[config.mk]
export PLATFORM = sky130hd
export DESIGN_NAME = wishbone_arbiter_flat
export DESIGN_NICKNAME = d
export VERILOG_FILES = /design/src/rtl/wishbone_arbiter_if.sv /design/src/rtl/wishbone_arbiter.sv /design/src/flat_wrapper.sv
export SDC_FILE = /design/constraint.sdc
export NUM_CORES = 1
export LEC_CHECK = 0
export CELL_PAD_IN_SITES_DETAIL_PLACEMENT = 0
export CELL_PAD_IN_SITES_GLOBAL_PLACEMENT = 1
export CORE_UTILIZATION = 16
export CTS_CLUSTER_SIZE = 28
export DETAILED_ROUTE_END_ITERATION = 6
export PLACE_DENSITY_LB_ADDON = 0.1
export SYNTH_ARGS = -nofsm -noshare
export SYNTH_HDL_FRONTEND = slang
export SYNTH_SLANG_ARGS = --single-unit
export TNS_END_PERCENT = 5
[constraint.sdc]
create_clock -name clk -period 2.4 [get_ports clk]
set_input_delay 0.6 -clock clk [delete_from_list [all_inputs] [get_ports clk]]
set_output_delay 0.6 -clock clk [all_outputs]
set_load 0.005 [all_outputs]
[src/rtl/wishbone_arbiter_if.sv]
// ---------------------------------------------------------------------------
// wishbone_arbiter_if
// One point-to-point Wishbone link between an initiator and a target.
//   adr, wdat          : address / write data       (initiator -> target)
//   stb, cyc, we,
//   msk, sel           : strobe, cycle, write enable, mask, select
//                                                    (initiator -> target)
//   rdat               : read data                   (target -> initiator)
//   ack                : acknowledge                 (target -> initiator)
//   err                : one-cycle watchdog abort    (target -> initiator)
//   gnt                : initiator currently owns the shared bus
//                                                    (target -> initiator)
// Modports:
//   master : the initiator's view
//   slave  : the target's view
// The arbiter takes the slave view on each master-facing link and the
// master view on the link towards the slave. On that slave-side link,
// err and gnt have no producer and are tied off by whoever instantiates it.
// ---------------------------------------------------------------------------
interface wishbone_arbiter_if;
  logic [31:0] adr;
  logic [31:0] wdat;
  logic [31:0] rdat;
  logic        stb;
  logic        cyc;
  logic        we;
  logic        msk;
  logic        sel;
  logic        ack;
  logic        err;
  logic        gnt;

  modport master (
    output adr, wdat, stb, cyc, we, msk, sel,
    input  rdat, ack, err, gnt
  );

  modport slave (
    input  adr, wdat, stb, cyc, we, msk, sel,
    output rdat, ack, err, gnt
  );
endinterface

[src/rtl/wishbone_arbiter.sv]
// ---------------------------------------------------------------------------
// wishbone_arbiter
// Two-master / one-slave Wishbone arbiter.
// - Round-robin grant, held for the whole cyc.
// - Bus watchdog aborts transfers the slave never acknowledges.
//
// Ports:
//   clk : system clock, all state on the rising edge
//   rst : asynchronous, active-low reset
//   m0  : link to master 0 (host command master), slave view
//   m1  : link to master 1 (DMA / stream engine), slave view
//   s   : link to the shared slave, master view
//
// Parameters:
//   TIMEOUT  : number of consecutive stb cycles without ack before abort
//              (0 disables the watchdog)
//   TO_WIDTH : watchdog counter width; TIMEOUT must fit
// ---------------------------------------------------------------------------
module wishbone_arbiter #(
  parameter int unsigned TIMEOUT  = 1000,
  parameter int unsigned TO_WIDTH = 16
) (
  input  logic               clk,
  input  logic               rst,
  wishbone_arbiter_if.slave  m0,
  wishbone_arbiter_if.slave  m1,
  wishbone_arbiter_if.master s
);

  localparam logic [2:0] IDLE   = 3'd0;
  localparam logic [2:0] GNT0   = 3'd1;
  localparam logic [2:0] GNT1   = 3'd2;
  localparam logic [2:0] ABORT0 = 3'd3;
  localparam logic [2:0] ABORT1 = 3'd4;

  // The watchdog fires on the stb cycle that would bring the count of
  // un-acked stb cycles up to TIMEOUT. The counter holds the cycles already
  // completed, so that cycle is the one where it reads TIMEOUT-1.
  localparam logic [TO_WIDTH-1:0] TO_LAST = TO_WIDTH'(TIMEOUT - 1);

  logic [2:0]          state_q, state_d;
  logic                last_q, last_d;
  logic [TO_WIDTH-1:0] cnt_q, cnt_d;

  logic in_gnt0, in_gnt1, own0, own1;
  logic bus_stb;
  logic wd_fire;

  assign in_gnt0 = (state_q == GNT0);
  assign in_gnt1 = (state_q == GNT1);
  assign own0    = in_gnt0 || (state_q == ABORT0);
  assign own1    = in_gnt1 || (state_q == ABORT1);

  // Strobe the slave actually sees (forced low in ABORT/IDLE).
  assign bus_stb = (in_gnt0 & m0.stb) | (in_gnt1 & m1.stb);

  // An ack on the same cycle wins over the watchdog.
  assign wd_fire = (TIMEOUT != 0)
                && ((in_gnt0 && m0.cyc) || (in_gnt1 && m1.cyc))
                && bus_stb && !s.ack && (cnt_q == TO_LAST);

  // Next-state / round-robin logic
  always_comb begin
    state_d = state_q;
    unique case (state_q)
      IDLE: begin
        if (m0.cyc && m1.cyc) state_d = last_q ? GNT0 : GNT1;
        else if (m0.cyc)      state_d = GNT0;
        else if (m1.cyc)      state_d = GNT1;
      end
      GNT0: begin
        // A cyc release hands straight over to a waiting master.
        if (!m0.cyc)     state_d = m1.cyc ? GNT1 : IDLE;
        else if (wd_fire) state_d = ABORT0;
      end
      GNT1: begin
        if (!m1.cyc)     state_d = m0.cyc ? GNT0 : IDLE;
        else if (wd_fire) state_d = ABORT1;
      end
      ABORT0: if (!m0.cyc) state_d = m1.cyc ? GNT1 : IDLE;
      ABORT1: if (!m1.cyc) state_d = m0.cyc ? GNT0 : IDLE;
      default: state_d = IDLE;
    endcase

    last_d = last_q;
    if (state_d == GNT0 && state_q != GNT0) last_d = 1'b0;
    if (state_d == GNT1 && state_q != GNT1) last_d = 1'b1;

    // Watchdog: cleared on any state change (covers entry into GNTn),
    // outside GNTn, while stb is low or on ack; otherwise saturating count.
    cnt_d = cnt_q;
    if ((state_d != state_q) || !(in_gnt0 || in_gnt1) || !bus_stb || s.ack)
      cnt_d = '0;
    else if (cnt_q != '1)
      cnt_d = cnt_q + 1'b1;
  end

  always_ff @(posedge clk or negedge rst) begin
    if (!rst) begin
      state_q <= IDLE;
      last_q  <= 1'b1;
      cnt_q   <= '0;
    end else begin
      state_q <= state_d;
      last_q  <= last_d;
      cnt_q   <= cnt_d;
    end
  end

  // Slave-side mux. During ABORTn the owner keeps address/data on the bus
  // but stb/cyc are held low so the slave sees no transfer.
  always_comb begin
    s.adr  = '0;
    s.wdat = '0;
    s.stb  = 1'b0;
    s.cyc  = 1'b0;
    s.we   = 1'b0;
    s.msk  = 1'b0;
    s.sel  = 1'b0;
    if (own0) begin
      s.adr  = m0.adr;
      s.wdat = m0.wdat;
      s.stb  = in_gnt0 & m0.stb;
      s.cyc  = in_gnt0 & m0.cyc;
      s.we   = m0.we;
      s.msk  = m0.msk;
      s.sel  = m0.sel;
    end else if (own1) begin
      s.adr  = m1.adr;
      s.wdat = m1.wdat;
      s.stb  = in_gnt1 & m1.stb;
      s.cyc  = in_gnt1 & m1.cyc;
      s.we   = m1.we;
      s.msk  = m1.msk;
      s.sel  = m1.sel;
    end
  end

  // Read data is broadcast; ack qualifies it for the owner only.
  assign m0.rdat = s.rdat;
  assign m1.rdat = s.rdat;
  assign m0.ack  = in_gnt0 & s.ack;
  assign m1.ack  = in_gnt1 & s.ack;
  assign m0.err  = in_gnt0 & wd_fire;
  assign m1.err  = in_gnt1 & wd_fire;
  assign m0.gnt  = own0;
  assign m1.gnt  = own1;

endmodule

[src/flat_wrapper.sv]
// flat-port wrapper written by rule: the top's interface ports become plain ports
module wishbone_arbiter_flat 
#(
  parameter int unsigned TIMEOUT  = 1000,
  parameter int unsigned TO_WIDTH = 16
)
  (clk, rst, m0_adr, m0_wdat, m0_stb, m0_cyc, m0_we, m0_msk, m0_sel, m0_rdat, m0_ack, m0_err, m0_gnt, m1_adr, m1_wdat, m1_stb, m1_cyc, m1_we, m1_msk, m1_sel, m1_rdat, m1_ack, m1_err, m1_gnt, s_adr, s_wdat, s_stb, s_cyc, s_we, s_msk, s_sel, s_rdat, s_ack, s_err, s_gnt);
  wishbone_arbiter_if m0_i ();
  wishbone_arbiter_if m1_i ();
  wishbone_arbiter_if s_i ();
  input  logic clk;
  input  logic rst;
  input wire logic [$bits(m0_i.adr)-1:0] m0_adr;
  input wire logic [$bits(m0_i.wdat)-1:0] m0_wdat;
  input wire logic [$bits(m0_i.stb)-1:0] m0_stb;
  input wire logic [$bits(m0_i.cyc)-1:0] m0_cyc;
  input wire logic [$bits(m0_i.we)-1:0] m0_we;
  input wire logic [$bits(m0_i.msk)-1:0] m0_msk;
  input wire logic [$bits(m0_i.sel)-1:0] m0_sel;
  output wire logic [$bits(m0_i.rdat)-1:0] m0_rdat;
  output wire logic [$bits(m0_i.ack)-1:0] m0_ack;
  output wire logic [$bits(m0_i.err)-1:0] m0_err;
  output wire logic [$bits(m0_i.gnt)-1:0] m0_gnt;
  input wire logic [$bits(m1_i.adr)-1:0] m1_adr;
  input wire logic [$bits(m1_i.wdat)-1:0] m1_wdat;
  input wire logic [$bits(m1_i.stb)-1:0] m1_stb;
  input wire logic [$bits(m1_i.cyc)-1:0] m1_cyc;
  input wire logic [$bits(m1_i.we)-1:0] m1_we;
  input wire logic [$bits(m1_i.msk)-1:0] m1_msk;
  input wire logic [$bits(m1_i.sel)-1:0] m1_sel;
  output wire logic [$bits(m1_i.rdat)-1:0] m1_rdat;
  output wire logic [$bits(m1_i.ack)-1:0] m1_ack;
  output wire logic [$bits(m1_i.err)-1:0] m1_err;
  output wire logic [$bits(m1_i.gnt)-1:0] m1_gnt;
  output wire logic [$bits(s_i.adr)-1:0] s_adr;
  output wire logic [$bits(s_i.wdat)-1:0] s_wdat;
  output wire logic [$bits(s_i.stb)-1:0] s_stb;
  output wire logic [$bits(s_i.cyc)-1:0] s_cyc;
  output wire logic [$bits(s_i.we)-1:0] s_we;
  output wire logic [$bits(s_i.msk)-1:0] s_msk;
  output wire logic [$bits(s_i.sel)-1:0] s_sel;
  input wire logic [$bits(s_i.rdat)-1:0] s_rdat;
  input wire logic [$bits(s_i.ack)-1:0] s_ack;
  input wire logic [$bits(s_i.err)-1:0] s_err;
  input wire logic [$bits(s_i.gnt)-1:0] s_gnt;
  assign m0_i.adr = m0_adr;
  assign m0_i.wdat = m0_wdat;
  assign m0_i.stb = m0_stb;
  assign m0_i.cyc = m0_cyc;
  assign m0_i.we = m0_we;
  assign m0_i.msk = m0_msk;
  assign m0_i.sel = m0_sel;
  assign m0_rdat = m0_i.rdat;
  assign m0_ack = m0_i.ack;
  assign m0_err = m0_i.err;
  assign m0_gnt = m0_i.gnt;
  assign m1_i.adr = m1_adr;
  assign m1_i.wdat = m1_wdat;
  assign m1_i.stb = m1_stb;
  assign m1_i.cyc = m1_cyc;
  assign m1_i.we = m1_we;
  assign m1_i.msk = m1_msk;
  assign m1_i.sel = m1_sel;
  assign m1_rdat = m1_i.rdat;
  assign m1_ack = m1_i.ack;
  assign m1_err = m1_i.err;
  assign m1_gnt = m1_i.gnt;
  assign s_adr = s_i.adr;
  assign s_wdat = s_i.wdat;
  assign s_stb = s_i.stb;
  assign s_cyc = s_i.cyc;
  assign s_we = s_i.we;
  assign s_msk = s_i.msk;
  assign s_sel = s_i.sel;
  assign s_i.rdat = s_rdat;
  assign s_i.ack = s_ack;
  assign s_i.err = s_err;
  assign s_i.gnt = s_gnt;
  wishbone_arbiter #(.TIMEOUT(TIMEOUT), .TO_WIDTH(TO_WIDTH)) u_core (.clk(clk), .rst(rst), .m0(m0_i), .m1(m1_i), .s(s_i));
endmodule
* Word-level counts from Yosys, hierarchy flattened
Cells that the tools add are included.
Word-level totals: register bits after elaboration 20, word-level logic and storage cells 76
Cells by class: add/sub/neg operators 1, equality and inequality tests 11, muxes and demuxes 31, bitwise gates (word level) 9, reductions and logical operators 21
Operators with widths (number):
- two-way mux 32 bit | 4
- two-way mux 16 bit | 2
- two-way mux 3 bit | 9
- adder 16 x 1 -> 16 bit (second input constant) | 1
- equality test 16 x 10 -> 1 bit (second input constant) | 1
- != test 16 bit (second input constant) | 1
- one-hot mux 3 bit (5 select lines) | 1
- two-way mux 1 bit | 13
- equality test 3 x 2 -> 1 bit (second input constant) | 3
- AND 1 bit | 8
- logical AND 1 bit | 8
- logical OR 1 bit | 7
- equality test 3 x 1 -> 1 bit (second input constant) | 2
- two-way mux 2 bit | 2
- nonzero test 2 bit | 2
- equality test 3 bit (second input constant) | 1
- logical NOT 1 bit | 3
- logical NOT 3 bit | 1
- != test 3 x 1 -> 1 bit (second input constant) | 1
- != test 3 x 2 -> 1 bit (second input constant) | 1
- != test 3 bit | 1
- OR 1 bit | 1

* Longest topological paths before layout
word-level depth 14, mapped depth 7

* Worst setup path after synthesis
OpenSTA, ideal clock, no wires.
kind register to output, from register u_core.state_q[1], to output s_wdat[10], arrival 1.473 ns, data required time 1.800 ns, path slack 0.327 ns, stages on the path, launching flop included 8, buffers on the path 3, cells stage by stage dfrtp_1 -> buf_2 -> inv_1 -> nand2_1 -> a21oi_1 -> buf_2 -> buf_2 -> a22o_1
Between the ends: cells in the longest elaborated chain, start to end 4, elaborated cells between the ends (all ways) 8, those cells by class eq/ne (4); mux (2); reduce/logical (2)
RTL lines:
- start: declaration | line wishbone_arbiter.sv:41 | logic [2:0] state_q, state_d;
- start signal: assignment | line wishbone_arbiter.sv:104 | state_q <= state_d;
- equality test 3 x 2 -> 1 bit / equality test 3 bit (equally long branches) | line wishbone_arbiter.sv:50, wishbone_arbiter.sv:52
- logical OR 1 bit | line wishbone_arbiter.sv:52 | assign own1 = in_gnt1 || (state_q == ABORT1);
- two-way mux 32 bit | line wishbone_arbiter.sv:128 | end else if (own1) begin
- two-way mux 32 bit * | line wishbone_arbiter.sv:120 | if (own0) begin
- end: declaration | line flat_wrapper.sv:36 | output wire logic [$bits(s_i.wdat)-1:0] s_wdat;
Mark *: on every way between the ends. The rest lies on a longest branch, timed or not.

* Worst setup path after layout
from register u_core.state_q[2], to output s_adr[9]
Between the ends: cells in the longest elaborated chain, start to end 4, elaborated cells between the ends (all ways) 8, those cells by class eq/ne (4); mux (2); reduce/logical (2)
RTL lines:
- equality test 3 x 2 -> 1 bit / equality test 3 bit (equally long branches) | line wishbone_arbiter.sv:50, wishbone_arbiter.sv:52
- logical OR 1 bit | line wishbone_arbiter.sv:52
- two-way mux 32 bit | line wishbone_arbiter.sv:128
- two-way mux 32 bit * | line wishbone_arbiter.sv:120
- end: declaration | line flat_wrapper.sv:35 | output wire logic [$bits(s_i.adr)-1:0] s_adr;
Marked as above.

==> impl_metrics.csv <==
group,metric,value,unit
logic_synthesis,syn_inst,315,
finish,drive_above_1_share,34.9,%
outcome,status,"finished with violations",
min_path,hold_path.class,"register to register",
clocking,cts_max_level,1,
worst_setup_path,worstPathRequired,1.80,ns
sta,fin_skew,0.00551,ns
sta,layout_setup_ws,-0.0673,ns
route,drc,0,
worst_setup_path,arrival,1.87,ns
route,drtPass1Iterations,5,
logic_synthesis,yosys.area.top_type,"a22o_1",
clocking,cts-root-buf,"clkbuf_16",
logic_synthesis,ys_ff_latch,20,
sta,rsz0062_at_grt,"yes",
worst_setup_path,crit_path_end_kind,"primary output",
floorplan,die_height,128,um
outcome,violations,"setup timing",
worst_setup_path,cp_top_family,"buffers and inverters",
clocking,clk_latency,0.26,ns
floorplan,core-area,15400,um^2
sta,post-route-period-util,103,%
place,place.gp.congestion,0.722,
clocking,cts.clk_slew.worst_paths,0.06,ns
clocking,numCtsBuffers,3,
sta,drv_slew,0,
logic_synthesis,ys_top_cells_by_count,"67 x a22o_1, 64 x buf_4, 19 x dfrtp_1",
logic_synthesis,synth_top_cell_area_share,23.0,%
global_route,grt_max_degree,43,
logic_synthesis,syn-num-nets,491,
floorplan,die-width,128,um
power_and_ir_drop,p_leak,2.38,nW
floorplan,die_area,16400,um^2
sta,finalSetupViolCount,10,
global_route,grt_pass1_vias,3232,
finish,antenna_cells,0,
place,pre_cts_ws,-0.480,ns
global_route,globalRouteTotalUtil,18.1,%
worst_setup_path,crit_path_start_kind,"register",
sta,whs,0.595,ns
worst_setup_path,critPathMaxStageDelay,0.51,ns
floorplan,ioPinCount,314,
route,wirelength,15.9,mm
logic_synthesis,synthesis.area,2550,um^2
global_route,grtUsageMet1,23.8,%
logic_synthesis,synthTopCellsByArea,"a22o_1 23%, buf_4 19%, dfrtp_1 19%",
worst_setup_path,critPathBufInv,2,
route,num_vias,3241,
sta,max_clock_freq,0.405,GHz
logic_synthesis,synthArstFlopShare,100,%
logic_synthesis,synth_edf_count,0,
sta,fin_setup_tns,-0.278,ns
global_route,grt_util_met3,6.30,%
logic_synthesis,yosys_warnings,0,
job,max_cap_violations,0,
sta,maxSlewHeadroom,61.5,%
finish,synthToLayoutAreaGrowth,106,%
logic_synthesis,synth_ff_type,"dfrtp_1",
clocking,cts_hold_buf,0,
clocking,cts.sinks,20,
worst_setup_path,path_max_fanout,7,
global_route,grt_pass1_wl,21.5,mm
min_path,hold_start,"u_core.cnt_q[5]",
floorplan,start_util,16.6,%
worst_setup_path,path_class,"register to primary output",
finish,nets,696,
sta,fin_crit,2.47,ns
sta,hold_viol,0,
logic_synthesis,yosysSeqAreaShare,19.7,%
route,drt-initial-drc-count,126,
clocking,cts_buffer_depth,2,
route,ant_nets,0,
global_route,grt_util_met2,28.4,%
route,viasPerCell,4.44,
finish,fin_util,34.2,%
global_route,busiest_layer,"met2",
logic_synthesis,ys_types,46,
place,hpwl,13.0,mm
logic_synthesis,yosysMostFrequentCell,"a22o_1",
route,routedWlPerCell,21.8,um
worst_setup_path,rr_startpoint,"u_core.state_q[1]",
logic_synthesis,synth.avg_cell_area,8.10,um^2
worst_setup_path,critPathSlowestCell,"clkdlybuf4s50_1",
floorplan,rows,45,
worst_setup_path,path_cells,"nand2b_4 > a21oi_4 > buf_6 > a22o_1 > clkdlybuf4s50_1",
global_route,gr-total-overflow,0,
worst_setup_path,cp-startpoint,"u_core.state_q[2]",
power_and_ir_drop,ir_worst_vdd,222,uV
sta,worst_pin_slew,0.576,ns
place,port-buffer-count,215,
power_and_ir_drop,cellPowerDensity,496,nW/um^2
clocking,cts_tree,"done",
global_route,antenna_found_initial,1,
power breakdown:
part | switching (mW) | leakage [nW] | internal (mW)
logic | 0.704 | 2.07 | 1.04
clock network | 0.137 | 0.0511 | 0.331
registers | 0.0254 | 0.268 | 0.362
flip-flops by register name, summed over array words and instances (netlist names):
register / cells
u_core.cnt_q: 16
u_core.last_q: 1
u_core.state_q: 3
placed cells by master (no fill, tap or decap), drive strengths merged, types with 7 or more instances in the layout:
cell type      synthesis  layout
nand3                  7       7
a22o                  67      67
inv                    9       9
nor3                   7       7
clkdlybuf4s50          0     138
nand4                  8       8
dfrtp                 19      19
dlygate4sd2            0      10
o31ai                  7       7
nand2                  9       9
or4                    7       7
a21oi                 18      18
dlymetal6s2s           0       9
clkbuf                14      27
buf                   78     108
final cells by class:
class / instances / area [um^2]
Timing Repair Buffer: 292 / 2680
Multi-Input combinational cell: 194 / 1660
Tap cell: 211 / 264
Clock buffer: 3 / 75.1
Inverter: 9 / 33.8
Sequential cell: 20 / 505
Clock inverter: 1 / 30.0
Fill cell: 1620 / 10100
metal layers:
metal	routed length, um	part of all wire (%)
met5	0	0
met4	220	1.4
met3	1570	9.8
met2	7190	45
met1	6960	44
repair_timing:
item	in CTS	in global routing
cloned	3	0
pin swaps	6	13
gates resized for setup	210	80
endpoints found under the hold margin	0	0
endpoints found under the setup margin	75	71
setup buffers	14	9
through the flow:
| step | area (um^2) | power [mW] | instances |
|---|---|---|---|
| after floorplan | 2550 | 0.956 | 315 |
| after global placement | 4800 | 1.92 | 701 |
| after detailed placement | 4800 | 1.91 | 701 |
| after CTS | 5190 | 2.59 | 722 |
| after global routing | 5250 | 2.76 | 730 |
| final | 5250 | 2.60 | 730 |
path summary, 6_finish.rpt:
path / to / slack, ns / depth (start not counted)
hold / removal: u_core.cnt_q[5] / 0.59 / 2
min in group asynchronous: u_core.cnt_q[6] / 0.69 / 2
hold reg to reg: u_core.cnt_q[5] / 0.59 / 2
max in group asynchronous: u_core.last_q / 1.43 / 2
setup / recovery: s_adr[9] / -0.07 / 5
setup reg to reg: u_core.state_q[1] / 0.41 / 10
logic make-up after synthesis:
| kind of cell | after synthesis | synth area share [%] |
|---|---|---|
| AND/OR/NAND/NOR | 76 | 18.8 |
| buffers and inverters | 101 | 25.4 |
| AO/OA/AOI/OAI | 116 | 35.2 |
| flip-flops | 20 | 19.7 |
| adder cells (fa/ha/maj) | 2 | 0.883 |
worst reg2reg max path, cell delays in order, from the launching register on:
cell and delay (ns):
dfrtp_2 0.43, inv_2 0.08, buf_4 0.13, buf_4 0.12
buf_4 0.12, buf_4 0.12, buf_4 0.12, buf_4 0.13
a31oi_1 0.19, nor2_1 0.06, or3_1 0.37
Power figures use the tool's default switching activity.
